===== src/rtl/fifo_pkg.sv =====
// fifo_pkg: definitions shared by the read-side and write-side pointer blocks
// and by both pointer synchronisers of the dual-clock FIFO.
//   ADDR_SIZE_DEFAULT : default FIFO address width (depth = 2**ADDR_SIZE_DEFAULT)
//   ptr_max_t         : widest pointer the helpers below handle
//   bin2gray/gray2bin : width-agnostic code converters; callers zero-extend a
//                       narrower value into ptr_max_t and truncate the result.
package fifo_pkg;

  localparam int ADDR_SIZE_DEFAULT = 3;
  localparam int PTR_MAX_W         = 32;

  typedef logic [PTR_MAX_W-1:0] ptr_max_t;

  // Zero-extension is harmless: the leading zeros stay zero in Gray code.
  function automatic ptr_max_t bin2gray(input ptr_max_t bin);
    return bin ^ (bin >> 1);
  endfunction

  // Log-step XOR prefix from the MSB down; leading zeros contribute nothing.
  function automatic ptr_max_t gray2bin(input ptr_max_t gray);
    ptr_max_t bin;
    bin = gray;
    for (int s = 1; s < PTR_MAX_W; s = s * 2) begin
      bin = bin ^ (bin >> s);
    end
    return bin;
  endfunction

endpackage


===== src/rtl/read_pointer_empty_block_if.sv =====
// read_pointer_empty_block_if: read-side request/status bundle of the FIFO.
//   inputs to the block : read_increment_i, write_to_read_pointer_i (Gray,
//                         already in the read domain), read_underflow_clear_i
//   outputs of the block: read_address_o, read_pointer_o (Gray), read_empty_o,
//                         read_almost_empty_o, read_level_o, read_underflow_o
// The "slave" modport is the block's view; "master" is the requester's view.
interface read_pointer_empty_block_if #(
  parameter int ADDR_SIZE = fifo_pkg::ADDR_SIZE_DEFAULT
) ();

  logic                 read_increment_i;
  logic [ADDR_SIZE:0]   write_to_read_pointer_i;
  logic                 read_underflow_clear_i;
  logic [ADDR_SIZE-1:0] read_address_o;
  logic [ADDR_SIZE:0]   read_pointer_o;
  logic                 read_empty_o;
  logic                 read_almost_empty_o;
  logic [ADDR_SIZE:0]   read_level_o;
  logic                 read_underflow_o;

  modport master (
    output read_increment_i, write_to_read_pointer_i, read_underflow_clear_i,
    input  read_address_o, read_pointer_o, read_empty_o, read_almost_empty_o,
           read_level_o, read_underflow_o
  );

  modport slave (
    input  read_increment_i, write_to_read_pointer_i, read_underflow_clear_i,
    output read_address_o, read_pointer_o, read_empty_o, read_almost_empty_o,
           read_level_o, read_underflow_o
  );

endinterface


===== src/rtl/read_pointer_empty_block_g2b.sv =====
// gray_to_binary_block: purely combinational Gray-to-binary converter.
//   gray_i : Gray-coded pointer (width bits)
//   bin_o  : equivalent binary pointer (width bits)
// Also used by the write-side level logic.
module gray_to_binary_block
  import fifo_pkg::*;
#(
  parameter int width = ADDR_SIZE_DEFAULT + 1
) (
  input  logic [width-1:0] gray_i,
  output logic [width-1:0] bin_o
);

  // Widen to the helper's width, convert, then keep the low bits.
  always_comb begin
    bin_o = width'(gray2bin(ptr_max_t'(gray_i)));
  end

endmodule


===== src/rtl/read_pointer_empty_block.sv =====
// read_pointer_empty_block: read-domain pointer and status controller of the
// dual-clock FIFO.
//   read_clock_i   : read-domain clock
//   read_reset_n_i : asynchronous active-low reset
//   rd_bus (slave) : read request, synchronised Gray write pointer, underflow
//                    clear in; RAM address, Gray read pointer, empty,
//                    almost-empty, level and underflow out (all registered).
// Optional build macro READ_UNDERFLOW_FLAG_EN enables the sticky underflow
// flag; without it read_underflow_o is a constant 0 and no flop is built.
// Reads are blocked while empty in either build.
module read_pointer_empty_block
  import fifo_pkg::*;
#(
  parameter int addr_size              = ADDR_SIZE_DEFAULT,
  parameter int almost_empty_threshold = 1
) (
  input  logic                        read_clock_i,
  input  logic                        read_reset_n_i,
  read_pointer_empty_block_if.slave   rd_bus
);

  localparam int PTR_W = addr_size + 1;

  logic [PTR_W-1:0] bin_q, bin_d;
  logic [PTR_W-1:0] gray_q, gray_d;
  logic [PTR_W-1:0] level_q, level_d;
  logic [PTR_W-1:0] wbin_s;
  logic             empty_q, empty_d;
  logic             almost_empty_q, almost_empty_d;
  logic             read_accept_s;

  gray_to_binary_block #(.width(PTR_W)) u_wptr_g2b (
    .gray_i (rd_bus.write_to_read_pointer_i),
    .bin_o  (wbin_s)
  );

  // Next-state: status is computed from the post-read pointer so the last
  // word read flips empty on the same edge that accepts it.
  always_comb begin
    read_accept_s  = rd_bus.read_increment_i & ~empty_q;
    bin_d          = bin_q + {{(PTR_W-1){1'b0}}, read_accept_s};
    gray_d         = PTR_W'(bin2gray(ptr_max_t'(bin_d)));
    empty_d        = (gray_d == rd_bus.write_to_read_pointer_i);
    level_d        = wbin_s - bin_d;
    almost_empty_d = (level_d <= PTR_W'(almost_empty_threshold));
  end

  // Pointer and status registers.
  always_ff @(posedge read_clock_i or negedge read_reset_n_i) begin
    if (!read_reset_n_i) begin
      bin_q          <= {PTR_W{1'b0}};
      gray_q         <= {PTR_W{1'b0}};
      level_q        <= {PTR_W{1'b0}};
      empty_q        <= 1'b1;
      almost_empty_q <= 1'b1;
    end else begin
      bin_q          <= bin_d;
      gray_q         <= gray_d;
      level_q        <= level_d;
      empty_q        <= empty_d;
      almost_empty_q <= almost_empty_d;
    end
  end

`ifdef READ_UNDERFLOW_FLAG_EN
  logic underflow_q, underflow_d;

  // Sticky underflow: a new empty read outranks a simultaneous clear.
  always_comb begin
    underflow_d = (rd_bus.read_increment_i & empty_q) |
                  (underflow_q & ~rd_bus.read_underflow_clear_i);
  end

  // Underflow register.
  always_ff @(posedge read_clock_i or negedge read_reset_n_i) begin
    if (!read_reset_n_i) begin
      underflow_q <= 1'b0;
    end else begin
      underflow_q <= underflow_d;
    end
  end

  assign rd_bus.read_underflow_o = underflow_q;
`else
  logic unused_underflow_clear_s;
  assign unused_underflow_clear_s = rd_bus.read_underflow_clear_i;
  assign rd_bus.read_underflow_o  = 1'b0;
`endif

  assign rd_bus.read_address_o      = bin_q[addr_size-1:0];
  assign rd_bus.read_pointer_o      = gray_q;
  assign rd_bus.read_empty_o        = empty_q;
  assign rd_bus.read_almost_empty_o = almost_empty_q;
  assign rd_bus.read_level_o        = level_q;

endmodule


===== src/flat_wrapper.sv =====
// flat-port wrapper written by rule: the top's interface ports become plain ports
module read_pointer_empty_block_flat import fifo_pkg::*;
#(
  parameter int addr_size              = ADDR_SIZE_DEFAULT,
  parameter int almost_empty_threshold = 1
)
  (read_clock_i, read_reset_n_i, rd_bus_read_increment_i, rd_bus_write_to_read_pointer_i, rd_bus_read_underflow_clear_i, rd_bus_read_address_o, rd_bus_read_pointer_o, rd_bus_read_empty_o, rd_bus_read_almost_empty_o, rd_bus_read_level_o, rd_bus_read_underflow_o);
  read_pointer_empty_block_if #(.ADDR_SIZE(3)) rd_bus_i ();
  input  logic read_clock_i;
  input  logic read_reset_n_i;
  input wire logic [$bits(rd_bus_i.read_increment_i)-1:0] rd_bus_read_increment_i;
  input wire logic [$bits(rd_bus_i.write_to_read_pointer_i)-1:0] rd_bus_write_to_read_pointer_i;
  input wire logic [$bits(rd_bus_i.read_underflow_clear_i)-1:0] rd_bus_read_underflow_clear_i;
  output wire logic [$bits(rd_bus_i.read_address_o)-1:0] rd_bus_read_address_o;
  output wire logic [$bits(rd_bus_i.read_pointer_o)-1:0] rd_bus_read_pointer_o;
  output wire logic [$bits(rd_bus_i.read_empty_o)-1:0] rd_bus_read_empty_o;
  output wire logic [$bits(rd_bus_i.read_almost_empty_o)-1:0] rd_bus_read_almost_empty_o;
  output wire logic [$bits(rd_bus_i.read_level_o)-1:0] rd_bus_read_level_o;
  output wire logic [$bits(rd_bus_i.read_underflow_o)-1:0] rd_bus_read_underflow_o;
  assign rd_bus_i.read_increment_i = rd_bus_read_increment_i;
  assign rd_bus_i.write_to_read_pointer_i = rd_bus_write_to_read_pointer_i;
  assign rd_bus_i.read_underflow_clear_i = rd_bus_read_underflow_clear_i;
  assign rd_bus_read_address_o = rd_bus_i.read_address_o;
  assign rd_bus_read_pointer_o = rd_bus_i.read_pointer_o;
  assign rd_bus_read_empty_o = rd_bus_i.read_empty_o;
  assign rd_bus_read_almost_empty_o = rd_bus_i.read_almost_empty_o;
  assign rd_bus_read_level_o = rd_bus_i.read_level_o;
  assign rd_bus_read_underflow_o = rd_bus_i.read_underflow_o;
  read_pointer_empty_block #(.addr_size(addr_size), .almost_empty_threshold(almost_empty_threshold)) u_core (.read_clock_i(read_clock_i), .read_reset_n_i(read_reset_n_i), .rd_bus(rd_bus_i));
endmodule

===== config.mk =====
export PLATFORM = sky130hd
export DESIGN_NAME = read_pointer_empty_block_flat
export DESIGN_NICKNAME = d
export VERILOG_FILES = /design/src/rtl/fifo_pkg.sv /design/src/rtl/read_pointer_empty_block_if.sv /design/src/rtl/read_pointer_empty_block_g2b.sv /design/src/rtl/read_pointer_empty_block.sv /design/src/flat_wrapper.sv
export SDC_FILE = /design/constraint.sdc
export NUM_CORES = 1
export LEC_CHECK = 0
export CORE_MARGIN = 4
export CORE_UTILIZATION = 45
export DETAILED_ROUTE_END_ITERATION = 6
export PLACE_DENSITY = 0.72
export SLEW_MARGIN = 40
export SYNTH_ARGS = -nofsm -noshare
export SYNTH_HDL_FRONTEND = slang
export SYNTH_SLANG_ARGS = --single-unit

===== constraint.sdc =====
create_clock -name read_clock_i -period 2.5 [get_ports read_clock_i]
set_input_delay 0.5 -clock read_clock_i [delete_from_list [all_inputs] [get_ports read_clock_i]]
set_output_delay 0.5 -clock read_clock_i [all_outputs]
set_load 0.02 [all_outputs]

Word level (Yosys, flattened, before mapping) --
Cells that the tools add are included.
Cells by class: magnitude comparators 1, $add $sub $neg 2, equality and inequality tests 1, bitwise operators 8
Operator list (number):
- 4-bit by 1-bit XOR with 4-bit output (second input constant) | 2
- 4-bit by 3-bit XOR with 4-bit output | 2
- 4-bit by 1-bit adder with 4-bit output | 1
- 4-bit == test | 1
- 4-bit by 1-bit <= comparator with 1-bit output (second input constant) | 1
- 4-bit subtractor | 1
- 4-bit by 2-bit XOR with 4-bit output | 1
- 4-bit XOR (second input constant) | 1
- 1-bit AND | 1
- 1-bit NOT | 1
Storage, ports and cells: input port bits 8, word-level logic and storage cells 17, output and inout bits 14, register bits after elaboration 14

Depth between registers and ports, before layout --
word-level depth 7, depth in mapped cells 9

Modules after synthesis --
Synthesis repeated with hierarchy kept, for this count alone.
Unflattened totals: cells, all modules 56, area, all modules 684.4 sq um
By module, submodules not included:
- read_pointer_empty_block | cells each 51, area each 634.4 sq um, sequential area each 327.8 sq um, instances 1
- gray_to_binary_block | cells each 5, area each 50.0 sq um, sequential area each 0.0 sq um, instances 1

Worst setup path before layout --
No wires, ideal clock.
path kind reg-to-reg, from register u_core.empty_q (netlist: u_core.rd_bus.read_empty_o), to register u_core.almost_empty_q (netlist: u_core.rd_bus.read_almost_empty_o), cell stages (with the launch flop) 10, arrival time 2.212 ns, setup time 0.080 ns, clock period less this slack 2.292 ns, path slack 0.208 ns, cells stage by stage dfstp_2 -> nor2b_1 -> ha_1 -> ha_1 -> buf_6 -> xor2_1 -> ha_1 -> and2_2 -> or3_1 -> o2111a_1
On the way: cells in the longest elaborated chain, start to end 5
Ends and longest elaborated chain:
- start, declared | line read_pointer_empty_block.sv:28 | logic empty_q, empty_d;
- start signal, assigned | line read_pointer_empty_block.sv:60 | empty_q <= empty_d;
- 1-bit NOT | line read_pointer_empty_block.sv:40 | read_accept_s = rd_bus.read_increment_i & ~empty_q;
- 1-bit AND | line read_pointer_empty_block.sv:40
- 4-bit by 1-bit adder with 4-bit output | line read_pointer_empty_block.sv:41 | bin_d = bin_q + {{(PTR_W-1){1'b0}}, read_accept_s};
- via u_core.bin_d[1] | line read_pointer_empty_block.sv:24 | logic [PTR_W-1:0] bin_q, bin_d;
- 4-bit subtractor | line read_pointer_empty_block.sv:44 | level_d = wbin_s - bin_d;
- 4-bit by 1-bit <= comparator with 1-bit output | line read_pointer_empty_block.sv:45 | almost_empty_d = (level_d <= PTR_W'(almost_empty_threshold));
- via u_core.almost_empty_d | line read_pointer_empty_block.sv:29 | logic almost_empty_q, almost_empty_d;
- end signal, assigned | line read_pointer_empty_block.sv:61 | almost_empty_q <= almost_empty_d;
- end, declared | line read_pointer_empty_block.sv:29
The timed path passes the listed nets, and every way through them passes these cells.

Final worst setup path --
from input port rd_bus_write_to_read_pointer_i[2], to register u_core.almost_empty_q (netlist: u_core.rd_bus.read_almost_empty_o)
On the way: cells in the longest elaborated chain, start to end 7
Ends and longest elaborated chain:
- start, declared | line flat_wrapper.sv:12 | input wire logic [$bits(rd_bus_i.write_to_read_pointer_i)-1:0] rd_bus_write_to_read_pointer_i;
- 4-bit by 3-bit XOR with 4-bit output | line fifo_pkg.sv:24 | bin = bin ^ (bin >> s);
- 4-bit by 2-bit XOR with 4-bit output | line fifo_pkg.sv:24
- 4-bit by 1-bit XOR with 4-bit output (2 in series) | line fifo_pkg.sv:24
- 4-bit XOR | line fifo_pkg.sv:24
- 4-bit subtractor | line read_pointer_empty_block.sv:44
- 4-bit by 1-bit <= comparator with 1-bit output | line read_pointer_empty_block.sv:45
- via u_core.almost_empty_d | line read_pointer_empty_block.sv:29
The timed path passes the listed nets, and every way through them passes these cells.

==> results.toml <==
[critical_path]
crit_family = "buffers and inverters"
rrSetupSlack_ns = 0.30
critPathBufInv = 2
cp_slowest_cell = "clkdlybuf4s50_1"
end_kind = "flip-flop"
worstSetupPathType = "input pin to flip-flop"
cp.arrival_ns = 2.65
crit_fanout = 3
cp_common_cell = "ha_1"
max_stage_delay_ns = 0.51
startpoint_type = "input pin"
crit_chain = "clkdlybuf4s50_1 > xor2_2 > xnor2_2 > xor2_1 > ha_1 > inv_1 > ha_1 > and2_2 > or3_1 > o2111a_1"
cp.required_ns = 2.71

[status]
status = "completed"

[timing]
drv_slew = 0
min_period_over_period_pct = 97.5
skew_ns = 0.00320
fin_hold_ws_ns = 0.597
layout_min_cycle_time_ns = 2.44
finalSetupViolCount = 0
fmax_mhz = 410
slew_headroom_pct = 60.1
hold_viol = 0
worst_pin_slew_ns = 0.597

[power]
clkPwrFrac_pct = 8.0
power_mw = 1.60
p_int_mw = 0.926
power.share.sequential_pct = 24.4
irDropWorstVdd_v = 0.000744
p_per_area_mw_per_mm2 = 1490
p_leak_nw = 0.495
power_switching_mw = 0.674
power_frac_comb_pct = 67.5
switching_share_pct = 42.1

[synth]
ys_ff_latch = 13
synth_compound_area_share_pct = 9.12
synthCells = 68
synth_xor_area_share_pct = 19.6
syn_avg_cell_area_um2 = 11.1
synthAdderAreaFrac_pct = 9.45
synth_top_cells_by_area = "dfrtp_1, xnor2_1, xor2_1"
synth.distinct_cells = 28
yosys.area.top_type_share_pct = 36.5
ys_warn_count = 0
syn_area_um2 = 754
synthMuxAreaShare_pct = 2.82
synth_simple_gate_area_share_pct = 9.95
syn-num-nets = 80
synth_top_cell_by_area = "dfrtp_1"
ys_seq_area_share_pct = 43.4
synth_top_family_by_area = "XOR/XNOR gates"

[die]
initial_core_util_pct = 48.9
die_x_um = 48.9
io_pins = 22
die_area_mm2 = 0.00240
dieHeight_um = 48.9
row_count = 14
core_area_mm2 = 0.00154

[finish]
multiInputGateArea_um2 = 395
final_util_pct = 69.8
area.sequential_um2 = 328
antennaDiodeCount = 0
drive_above_1_share_pct = 25.7
area_growth_syn_to_layout_pct = 42.6
fill_cells = 123
finalNonFillerCells = 117
final_nets = 114

[global_route]
track_usage_pct = 14.3
grt_max_degree = 14
antenna_found_initial = 0
grt_pass1_wl_um = 2600
overflow = 0
grt_pass1_vias = 583

[drt]
wl_per_cell_um = 13.3
route.detailed.drc = 0
drt-vias-per-instance = 4.92
ant_nets = 0
vias = 576
routed_wl_um = 1560
met2_length_um = 790
drt-met1-wl_um = 696
drt_iter0_drc = 1
drt_pass1_iterations = 4
wl_met3_um = 49
maxUsedRoutingLayer = "met4"

[hold_path]
hp-class = "input pin to async pin"

[clock_tree]
clock_path_buffers = 2
cts_tree = "built"
clk_latency_ns = 0.27
postCtsHoldBufs = 0
clock-sinks = 13
clkTransAtPathRegs_ns = 0.08
cts_buffers = 3
root_buffer = "clkbuf_4"
htree_levels = 1

[place]
gp_congestion = 0.777
dpl.cell_count = 112
io_buffers = 19
hpwlAfterDp_um = 1230

[run]
max_cap_viol_count = 0
path summary, 6_finish.rpt:
kind,start,to,cells after the start
max,rd_bus_write_to_read_pointer_i[2],u_core.rd_bus.read_almost_empty_o,10
min,read_reset_n_i,u_core.rd_bus.read_pointer_o[1],1
max reg2reg,u_core.rd_bus.read_empty_o,u_core.rd_bus.read_almost_empty_o,8
min reg2reg,u_core.bin_q[2],u_core.rd_bus.read_empty_o,1
max in group asynchronous,read_reset_n_i,u_core.bin_q[3],1
min in group read_clock_i,u_core.bin_q[2],u_core.rd_bus.read_empty_o,1
layout by cell type (no fill, tap or decap):
master / synthesis / final
nor2b_1: 2 / 2
conb_1: 1 / 1
nand2_1: 5 / 5
and2_2: 1 / 1
and2_1: 1 / 1
nand3_1: 1 / 1
xnor2_2: 0 / 1
xnor2_1: 8 / 7
o21ai_1: 0 / 1
ha_1: 4 / 4
dlymetal6s2s_1: 0 / 1
xor2_1: 7 / 7
buf_4: 1 / 13
o2111a_1: 1 / 1
clkdlybuf4s50_1: 0 / 18
clkinv_2: 0 / 1
maj3_1: 1 / 1
or3_1: 1 / 1
a211oi_1: 2 / 2
clkbuf_4: 0 / 3
maj3_2: 1 / 1
mux2i_1: 1 / 1
o211a_1: 1 / 1
dfstp_2: 2 / 2
mux2_2: 1 / 1
dfrtp_1: 11 / 11
a2111oi_2: 1 / 1
xor2_2: 1 / 1
nor2_1: 5 / 5
inv_1: 4 / 4
a211oi_2: 1 / 1
sequential cells by signal, summed over array words and instances, names as in the netlist:
signal and flops:
u_core.rd_bus.read_empty_o 1, u_core.rd_bus.read_almost_empty_o 1, u_core.bin_q 4, u_core.rd_bus.read_pointer_o 3, u_core.rd_bus.read_level_o 4
power groups by stage:
| stage | clock network [mW] | logic (mW) | registers (mW) |
|---|---|---|---|
| global placement | 0 | 1.05 | 0.393 |
| detailed placement | 0 | 1.08 | 0.396 |
| CTS | 0.134 | 1.08 | 0.392 |
| global route | 0.153 | 1.17 | 0.406 |
| floorplan | 0 | 0.565 | 0.501 |
| finish | 0.129 | 1.08 | 0.391 |
layer usage:
layer | vias to the layer above | track usage, %
li1 | 287 | -
met1 | 276 | 16.8
met4 | 0 | 8.07
met2 | 11 | 23.5
met3 | 2 | 3.36
met5 | - | 0
stage by stage:
step	cell area [um2]	setup TNS, ns	worst slack (ns)
after floorplan	754	0	0.208
after global placement	1030	-0.531	-0.231
after detailed placement	1030	-0.713	-0.259
after CTS	1060	0	0.00996
after global routing	1080	-0.00940	-0.00940
final	1080	0	0.0627
synthesized netlist by cell type, drive strengths merged:
| library cell | count |
|---|---|
| a2111oi | 1 |
| a211oi | 3 |
| and2 | 2 |
| buf | 3 |
| conb | 1 |
| dfrtp | 11 |
| dfstp | 2 |
| ha | 4 |
| inv | 4 |
| maj3 | 2 |
| mux2 | 1 |
| mux2i | 1 |
| nand2 | 5 |
| nand3 | 1 |
| nor2 | 5 |
| nor2b | 2 |
| o2111a | 1 |
| o211a | 1 |
| o21ai | 1 |
| or3 | 1 |
| xnor2 | 8 |
| xor2 | 8 |
kinds of logic after synthesis:
logic type      after synthesis
simple gates                 16
fa+ha+maj                     6
compound gates                7
mux                           2
other cells                   1
flops                        13
buf+inv                       7
xor+xnor                     16
what timing repair did:
| action | CTS | global route |
|---|---|---|
| endpoints found under the hold margin | 0 | 0 |
| resized for setup | 0 | 3 |
| setup buffers | 0 | 1 |
| endpoints found under the setup margin | 0 | 1 |
layout make-up:
type                       count  area share (%)
inverter                       4            1.40
clock inverter                 1           0.465
sequential                    13            30.5
timing repair buffer          32            27.0
multi-input combinational     48            36.7
tap                           16            1.86
clock buffer                   3            2.09
No activity file was read; power rests on OpenSTA's default activity.
